<file path="config.mk">
export PLATFORM = sky130hd
export DESIGN_NAME = cpu_mem_arbiter
export DESIGN_NICKNAME = d
export VERILOG_FILES = /design/src/rtl/cpu_mem_arbiter.sv
export SDC_FILE = /design/constraint.sdc
export NUM_CORES = 1
export LEC_CHECK = 0
export BUFFER_PORTS_ARGS = -buffer_cell sky130_fd_sc_hd__buf_4
export CAP_MARGIN = 5
export CELL_PAD_IN_SITES_DETAIL_PLACEMENT = 0
export CELL_PAD_IN_SITES_GLOBAL_PLACEMENT = 2
export CORE_MARGIN = 5
export CORE_UTILIZATION = 22
export CTS_CLUSTER_DIAMETER = 120
export CTS_CLUSTER_SIZE = 20
export DETAILED_ROUTE_END_ITERATION = 7
export PLACE_DENSITY_LB_ADDON = 0.1
export RECOVER_POWER = 100
export SLEW_MARGIN = 20
export SYNTH_ARGS = -nofsm -noshare
export SYNTH_HDL_FRONTEND = slang
export SYNTH_SLANG_ARGS = --single-unit
</file>
<file path="constraint.sdc">
create_clock -name clock -period 1.55 [get_ports clock]
set_clock_uncertainty 0.15 [all_clocks]
set_input_delay 0.155 -clock clock [delete_from_list [all_inputs] [get_ports clock]]
set_output_delay 0.155 -clock clock [all_outputs]
set_load 0.01 [all_outputs]
</file>
<file path="src/rtl/cpu_mem_arbiter.sv">
// Purpose: round-robin arbiter putting CPU fetch and data requesters onto one memory port.
// Latency: req sampled -> mem_req next cycle; mem_ready -> done next cycle; minimum req-to-done is 2 cycles.
// Backpressure: mem_req and mem_* hold until mem_ready; requesters stall (req held) until their done pulse.
//
// Ports:
//   clock, reset          - single clock, synchronous active-high reset
//   if_req/if_addr        - fetch request in; if_rdata/if_done out
//   dm_req/we/addr/wdata  - data request in; dm_rdata/dm_done out
//   mem_req/we/addr/wdata - downstream request out; mem_ready/mem_rdata in
//   err                   - abort pulse, coincident with the aborted done
// Optional: define CPU_MEM_ARB_TIMEOUT_EN to abort a BUSY access after TIMEOUT
// cycles without mem_ready; otherwise BUSY waits forever and err is tied to 0.
module cpu_mem_arbiter #(
  parameter int ADDR_W  = 32,
  parameter int DATA_W  = 32,
  parameter int TIMEOUT = 1024
) (
  input  logic              clock,
  input  logic              reset,
  input  logic              if_req,
  input  logic [ADDR_W-1:0] if_addr,
  output logic [DATA_W-1:0] if_rdata,
  output logic              if_done,
  input  logic              dm_req,
  input  logic              dm_we,
  input  logic [ADDR_W-1:0] dm_addr,
  input  logic [DATA_W-1:0] dm_wdata,
  output logic [DATA_W-1:0] dm_rdata,
  output logic              dm_done,
  output logic              mem_req,
  output logic              mem_we,
  output logic [ADDR_W-1:0] mem_addr,
  output logic [DATA_W-1:0] mem_wdata,
  input  logic              mem_ready,
  input  logic [DATA_W-1:0] mem_rdata,
  output logic              err
);

  typedef enum logic [1:0] {IDLE, BUSY_I, BUSY_D, RESP} state_t;

  state_t r_state;
  logic   r_last_d;   // 1 when the most recent grant went to the data requester
  logic   r_err;

  // Data wins when it is the only requester, or on a tie when fetch was granted last.
  logic w_grant_d;
  assign w_grant_d = dm_req & (~if_req | ~r_last_d);

`ifdef CPU_MEM_ARB_TIMEOUT_EN
  localparam int CNT_W = $clog2(TIMEOUT + 1);
  logic [CNT_W-1:0] r_cnt;
  assign err = r_err;
`else
  // TIMEOUT only matters when the abort counter is built in.
  logic w_unused_timeout;
  assign w_unused_timeout = (TIMEOUT > 1);
  assign err = 1'b0;
`endif

  always_ff @(posedge clock) begin
    if (reset) begin
      r_state   <= IDLE;
      r_last_d  <= 1'b0;
      r_err     <= 1'b0;
      if_rdata  <= '0;
      if_done   <= 1'b0;
      dm_rdata  <= '0;
      dm_done   <= 1'b0;
      mem_req   <= 1'b0;
      mem_we    <= 1'b0;
      mem_addr  <= '0;
      mem_wdata <= '0;
`ifdef CPU_MEM_ARB_TIMEOUT_EN
      r_cnt     <= '0;
`endif
    end else begin
      // Completion and abort flags are single-cycle pulses, raised only on entry to RESP.
      if_done <= 1'b0;
      dm_done <= 1'b0;
      r_err   <= 1'b0;
      case (r_state)
        IDLE: begin
          if (if_req || dm_req) begin
            mem_req <= 1'b1;
`ifdef CPU_MEM_ARB_TIMEOUT_EN
            r_cnt   <= '0;
`endif
            if (w_grant_d) begin
              mem_we    <= dm_we;
              mem_addr  <= dm_addr;
              mem_wdata <= dm_wdata;
              r_last_d  <= 1'b1;
              r_state   <= BUSY_D;
            end else begin
              mem_we    <= 1'b0;
              mem_addr  <= if_addr;
              mem_wdata <= '0;
              r_last_d  <= 1'b0;
              r_state   <= BUSY_I;
            end
          end
        end
        BUSY_I, BUSY_D: begin
          if (mem_ready) begin
            mem_req <= 1'b0;
            r_state <= RESP;
            if (r_state == BUSY_I) begin
              if_done  <= 1'b1;
              if_rdata <= mem_rdata;
            end else begin
              dm_done <= 1'b1;
              // A write completion leaves the last read word in place.
              if (!mem_we) dm_rdata <= mem_rdata;
            end
          end
`ifdef CPU_MEM_ARB_TIMEOUT_EN
          else if (r_cnt == CNT_W'(TIMEOUT - 1)) begin
            // Counter reaches TIMEOUT at this edge: give up, read data untouched.
            mem_req <= 1'b0;
            r_state <= RESP;
            r_err   <= 1'b1;
            if (r_state == BUSY_I) if_done <= 1'b1;
            else                   dm_done <= 1'b1;
          end else begin
            r_cnt <= r_cnt + 1'b1;
          end
`endif
        end
        RESP: begin
          // Requests are ignored here; arbitration resumes from IDLE.
          r_state <= IDLE;
        end
        default: r_state <= IDLE;
      endcase
    end
  end

endmodule
</file>
# Word level (Yosys, flattened, before mapping)

Cells that the tools add are included.

Bits in registers: 135
Input port bits: 134
Output and inout port bits: 133
Word-level logic and storage cells: 46

Equal/unequal tests: 5
Multiplexer cells: 13
Bitwise logic cells: 8
Reductions and logical operators: 10

Operators with widths:

| operator             | number |
|---|---|
| $mux W32             | 2 |
| $mux W1              | 6 |
| $mux W2              | 3 |
| $not A1 Y1           | 6 |
| $pmux W2 S3          | 1 |
| $reduce_and A3 Y1    | 2 |
| $eq A2 B2 Y1 const B | 2 |
| $ne A2 B2 Y1 const B | 2 |
| $reduce_and A2 Y1    | 2 |
| $reduce_and A4 Y1    | 1 |
| $reduce_or A3 Y1     | 1 |
| $eq A2 B1 Y1 const B | 1 |
| $logic_not A2 Y1     | 1 |
| $pmux W1 S2          | 1 |
| $reduce_bool A2 Y1   | 1 |
| $reduce_or A2 Y1     | 1 |
| $and A1 B1 Y1        | 1 |
| $logic_or A1 B1 Y1   | 1 |
| $or A1 B1 Y1         | 1 |

# Logic depth before layout (Yosys ltp)

Word-level depth: 6
Mapped depth: 7
Gate-level depth less buffers: 5

# Least setup slack after synthesis

No wires, ideal clock.

Path type: register to register
Start point: register r_state[0]
End point: register dm_rdata[29]
Library setup time: 132 ps
Data arrival time: 1348 ps
Data required time: 1268 ps
Setup slack: -81 ps
Cell stages (with the launch flop): 8
Buffers on the path: 2
Clock period less this slack: 1631 ps
Cells stage by stage: dfxtp_1 inv_1 ha_1 and4bb_2 buf_2 buf_2 nand2_1 a21oi_1

Cells in the longest elaborated chain, start to end: 3
Elaborated cells between the ends (all ways): 5
Those cells by class: 2 x eq/ne; 1 x bitwise; 2 x reduce/logical

Ends and longest elaborated chain:

| element                                        | RTL line | RTL |
|---|---|---|
| from (decl)                                    | 41       | `state_t r_state;` |
| from (signal assigned)                         | 62       | `r_state <= IDLE;` |
| from (signal assigned)                         | 93       | `r_state <= BUSY_D;` |
| from (signal assigned)                         | 99       | `r_state <= BUSY_I;` |
| $eq A2 B1 Y1 or $eq A2 B2 Y1 (tied branches)   | 81, 107  |  |
| $reduce_or A2 Y1 or $not A1 Y1 (tied branches) | --       |  |
| $reduce_and A4 Y1 (no source line) (*)         | --       |  |
| to (signal assigned)                           | 113      | `if (!mem_we) dm_rdata <= mem_rdata;` |
| to (decl)                                      | 28       | `output logic [DATA_W-1:0] dm_rdata,` |

Every way passes the cells marked *; elsewhere a longest branch is shown, timed or not.
A chain may end at the register's enable or synchronous reset.

# Worst setup path in the final report

Start point: register r_state[0]
End point: register dm_rdata[16]

The elaborated chain is that of the path after synthesis.

==> flow_metrics.py <==
metrics = {
    "power": {
        "powerDensity_mw_per_mm2": 1590,
        "ir_drop_v": 0.000792,
        "leakage_uw": 0.00383,
    },
    "worst_setup_path": {
        "crit_arrival_ps": 1800,
        "slowest_stage": "dfxtp_2",
        "path_class": "reg -> reg",
        "cp_max_fo": 8,
        "critPathLaunchType": "register",
        "r2r-start": "r_state[0]",
        "cp_top_family": "flip-flops",
        "path_cells": "inv_2, ha_4, and4bb_4, buf_6, buf_16, nand2_1, a21oi_1",
        "crit_buf_inv": 3,
        "critPathCaptureType": "register",
        "crit_path_max_incr_delay_ps": 360,
        "required_ps": 1740,
        "worst_setup_path_startpoint": "r_state[0]",
    },
    "floorplan": {
        "io_pins": 267,
        "placeableCoreArea_mm2": 0.0225,
        "die_area_mm2": 0.0258,
        "fp-row-count": 55,
        "die_h_um": 161,
        "start_util_pct": 22.2,
        "dieWidth_um": 161,
    },
    "routing": {
        "vias_per_cell": 4.42,
        "vias": 5650,
        "routedWlPerCell_um": 16.9,
        "routed_wl_um": 21600,
        "drt_iter0_drc": 164,
        "drc": 0,
        "ant_nets": 0,
        "firstDrtPassIters": 5,
    },
    "yosys": {
        "synth_xor_xnor_area_share_pct": 0,
        "yosys_warnings": 0,
        "synth_top_family_by_area": "compound AO/OA/AOI/OAI gates",
        "ys_top_cells_by_area": "dfxtp_1, nand2_1, a21oi_1",
        "synthAdderAreaFrac_pct": 0.751,
        "yosysTopAreaCellShare_pct": 54.1,
        "synth_top_area_cell": "dfxtp_1",
        "synth_area_mm2": 0.00500,
        "syn_avg_cell_area_um2": 8.77,
        "syn_inst": 570,
        "yosys-mux-area-fraction_pct": 0,
        "synth_seq_cells": 135,
        "yosys.area_share.simple_pct": 18.5,
        "synth_nets": 707,
        "ys_seq_area_share_pct": 54.1,
        "synth.distinct_cells": 32,
        "synth_compound_area_share_pct": 21.3,
    },
    "grt": {
        "grtUsageMet3_pct": 5.16,
        "grt_max_degree": 54,
        "grt_pass1_wl_um": 32200,
        "use_met2_pct": 27.3,
        "grtUsageMet1_pct": 17.3,
        "grt_usage_pct": 15.5,
        "antenna_found_initial": 0,
        "first_global_vias": 6001,
        "overflow": 0,
        "grt_busiest_layer": "met2",
    },
    "outcome": {
        "status": "complete, but fails checks",
        "violations": "negative setup slack",
    },
    "placement": {
        "postPlaceCellArea_mm2": 0.00741,
        "port_buffers": 265,
        "globalplace.congestion": 0.731,
        "hpwl_um": 13400,
    },
    "min_path": {
        "hold_path.class": "in -> reg",
        "worstHoldStart": "dm_req",
    },
    "clock_network": {
        "clock_latency_ps": 410,
        "h-tree-depth": 4,
        "cts_made_buffers": 17,
        "cts.sink_count": 135,
        "cts_root_buf": "clkbuf_16",
        "cts_tree": "done",
        "clock_path_buffers": 2,
        "clk_pin_slew_ps": 70,
    },
    "sta": {
        "rsz0062_at_grt": "true",
        "clock.fmax_ghz": 0.620,
        "finalWorstSetupSlack_ps": -62.0,
        "final-max-slew-violation-count": 0,
        "finalCritPeriodShare_pct": 104,
        "hold_viol": 0,
        "worst_hold_slack_ps": 214,
        "setup_viol": 47,
        "period_needed_ps": 1610,
    },
    "final_layout": {
        "fin_nets": 1119,
        "insertedDiodeCount": 0,
        "areaGrowthSynthToFinish_pct": 91.3,
        "drive_above_1_share_pct": 26.8,
        "fin_area_mm2": 0.00957,
    },
    "run": {
        "max_cap_violations": 0,
    },
}
[worst paths after layout]
path,endpoint,slack (ps),cells past startpoint
worst max-delay path,dm_rdata[16],-60,7
worst min-delay path,mem_addr[23],210,4
worst max register to register,dm_rdata[16],-60,7
worst min register to register,dm_rdata[31],300,2
[metrics by stage]
step / utilization, % / worst slack, ps / setup TNS, ps / std cells / total power [uW]
after floorplan: - / -1.56 / -46.7 / 570 / 7090
after global placement: 32.9 / -19.2 / -475 / 1092 / 9360
after detailed placement: 32.9 / -83.4 / -2150 / 1092 / 9450
after CTS: 42.9 / -36.4 / -794 / 1265 / 15200
after global routing: 42.5 / -116 / -4920 / 1278 / 16100
final: 42.5 / -62.0 / -1410 / 1278 / 15200
[per-layer routing]
metal / share of wire (%) / up-vias
li1: - / 2775
met1: 41 / 2669
met2: 51 / 178
met3: 6.2 / 28
met4: 1.9 / 0
met5: 0 / -
[layout by cell type, fill, tap and decap left out, types with 2 or more instances in the layout]
master / count
a22o_1: 33
dlygate4sd3_1: 133
nand2_4: 6
clkinv_4: 3
bufinv_16: 6
o21a_4: 2
buf_4: 142
nor2_1: 32
nand2_2: 5
nor2_4: 2
a311oi_2: 16
ha_4: 2
nand2_1: 185
a311oi_1: 18
dfxtp_1: 133
buf_12: 11
a21oi_2: 12
buf_16: 4
inv_6: 3
clkbuf_16: 25
dfxtp_2: 2
buf_6: 10
clkbuf_1: 131
a21oi_1: 54
[synthesized netlist by cell type, drive strengths merged]
cell type and number:
a22o 33, a21boi 1, a211o 1, o21a 1
a21oi 66, and4bb 1, dfxtp 135, nand2b 1
o211a 1, nor3 1, clkbuf 13, a21bo 2
and2 1, inv 3, or3b 1, nand4bb 1
a211oi 2, ha 3, a311oi 34, conb 1
nand2 196, buf 35, nor2 35, nor3b 1
o41ai 1
[worst register-to-register path: cells and delay by family (launching register included)]
family                   cells  cell delay (ps)
AO/OA/AOI/OAI                1              120
adder cells (fa/ha/maj)      1              270
buffers and inverters        3              350
flip-flops                   1              360
AND/OR/NAND/NOR              2              310
[final cells by class]
cell class | count | area, um2
multi-input combinational | 385 | 2280
inverter | 3 | 13.8
tap | 285 | 357
sequential | 135 | 2710
clock buffer | 17 | 425
fill | 2273 | 12900
clock inverter | 13 | 244
timing repair buffer | 440 | 3540
[registers in the layout (all words and copies together) (netlist names)]
name	count
mem_we	1
r_state	2
mem_wdata	32
mem_req	1
if_rdata	32
dm_done	1
mem_addr	32
r_last_d	1
if_done	1
dm_rdata	32
[kinds of logic after synthesis]
group           after synthesis
fa+ha+maj                     3
simple gates                238
flops                       135
compound gates              142
buf+inv                      51
other cells                   1
[power by group]
part	switching, uW	total, uW	internal [uW]	leakage [uW]
Clock	1630	4670	3040	0.000326
Combinational	3000	5870	2870	0.00240
Sequential	414	4650	4240	0.00111
Total	5050	15200	10100	0.00383
[timing repair]
action / 4_1_cts / 5_1_grt
setup endpoints to repair: 52 / 56
pin swaps: 5 / 57
cloned: 4 / 10
endpoints found under the hold margin: 135 / 0
buffers inserted: 7 / 3
gates resized for setup: 24 / 46
hold buffers: 133 / 0
Note: power is estimated with default switching activity, not from simulation.
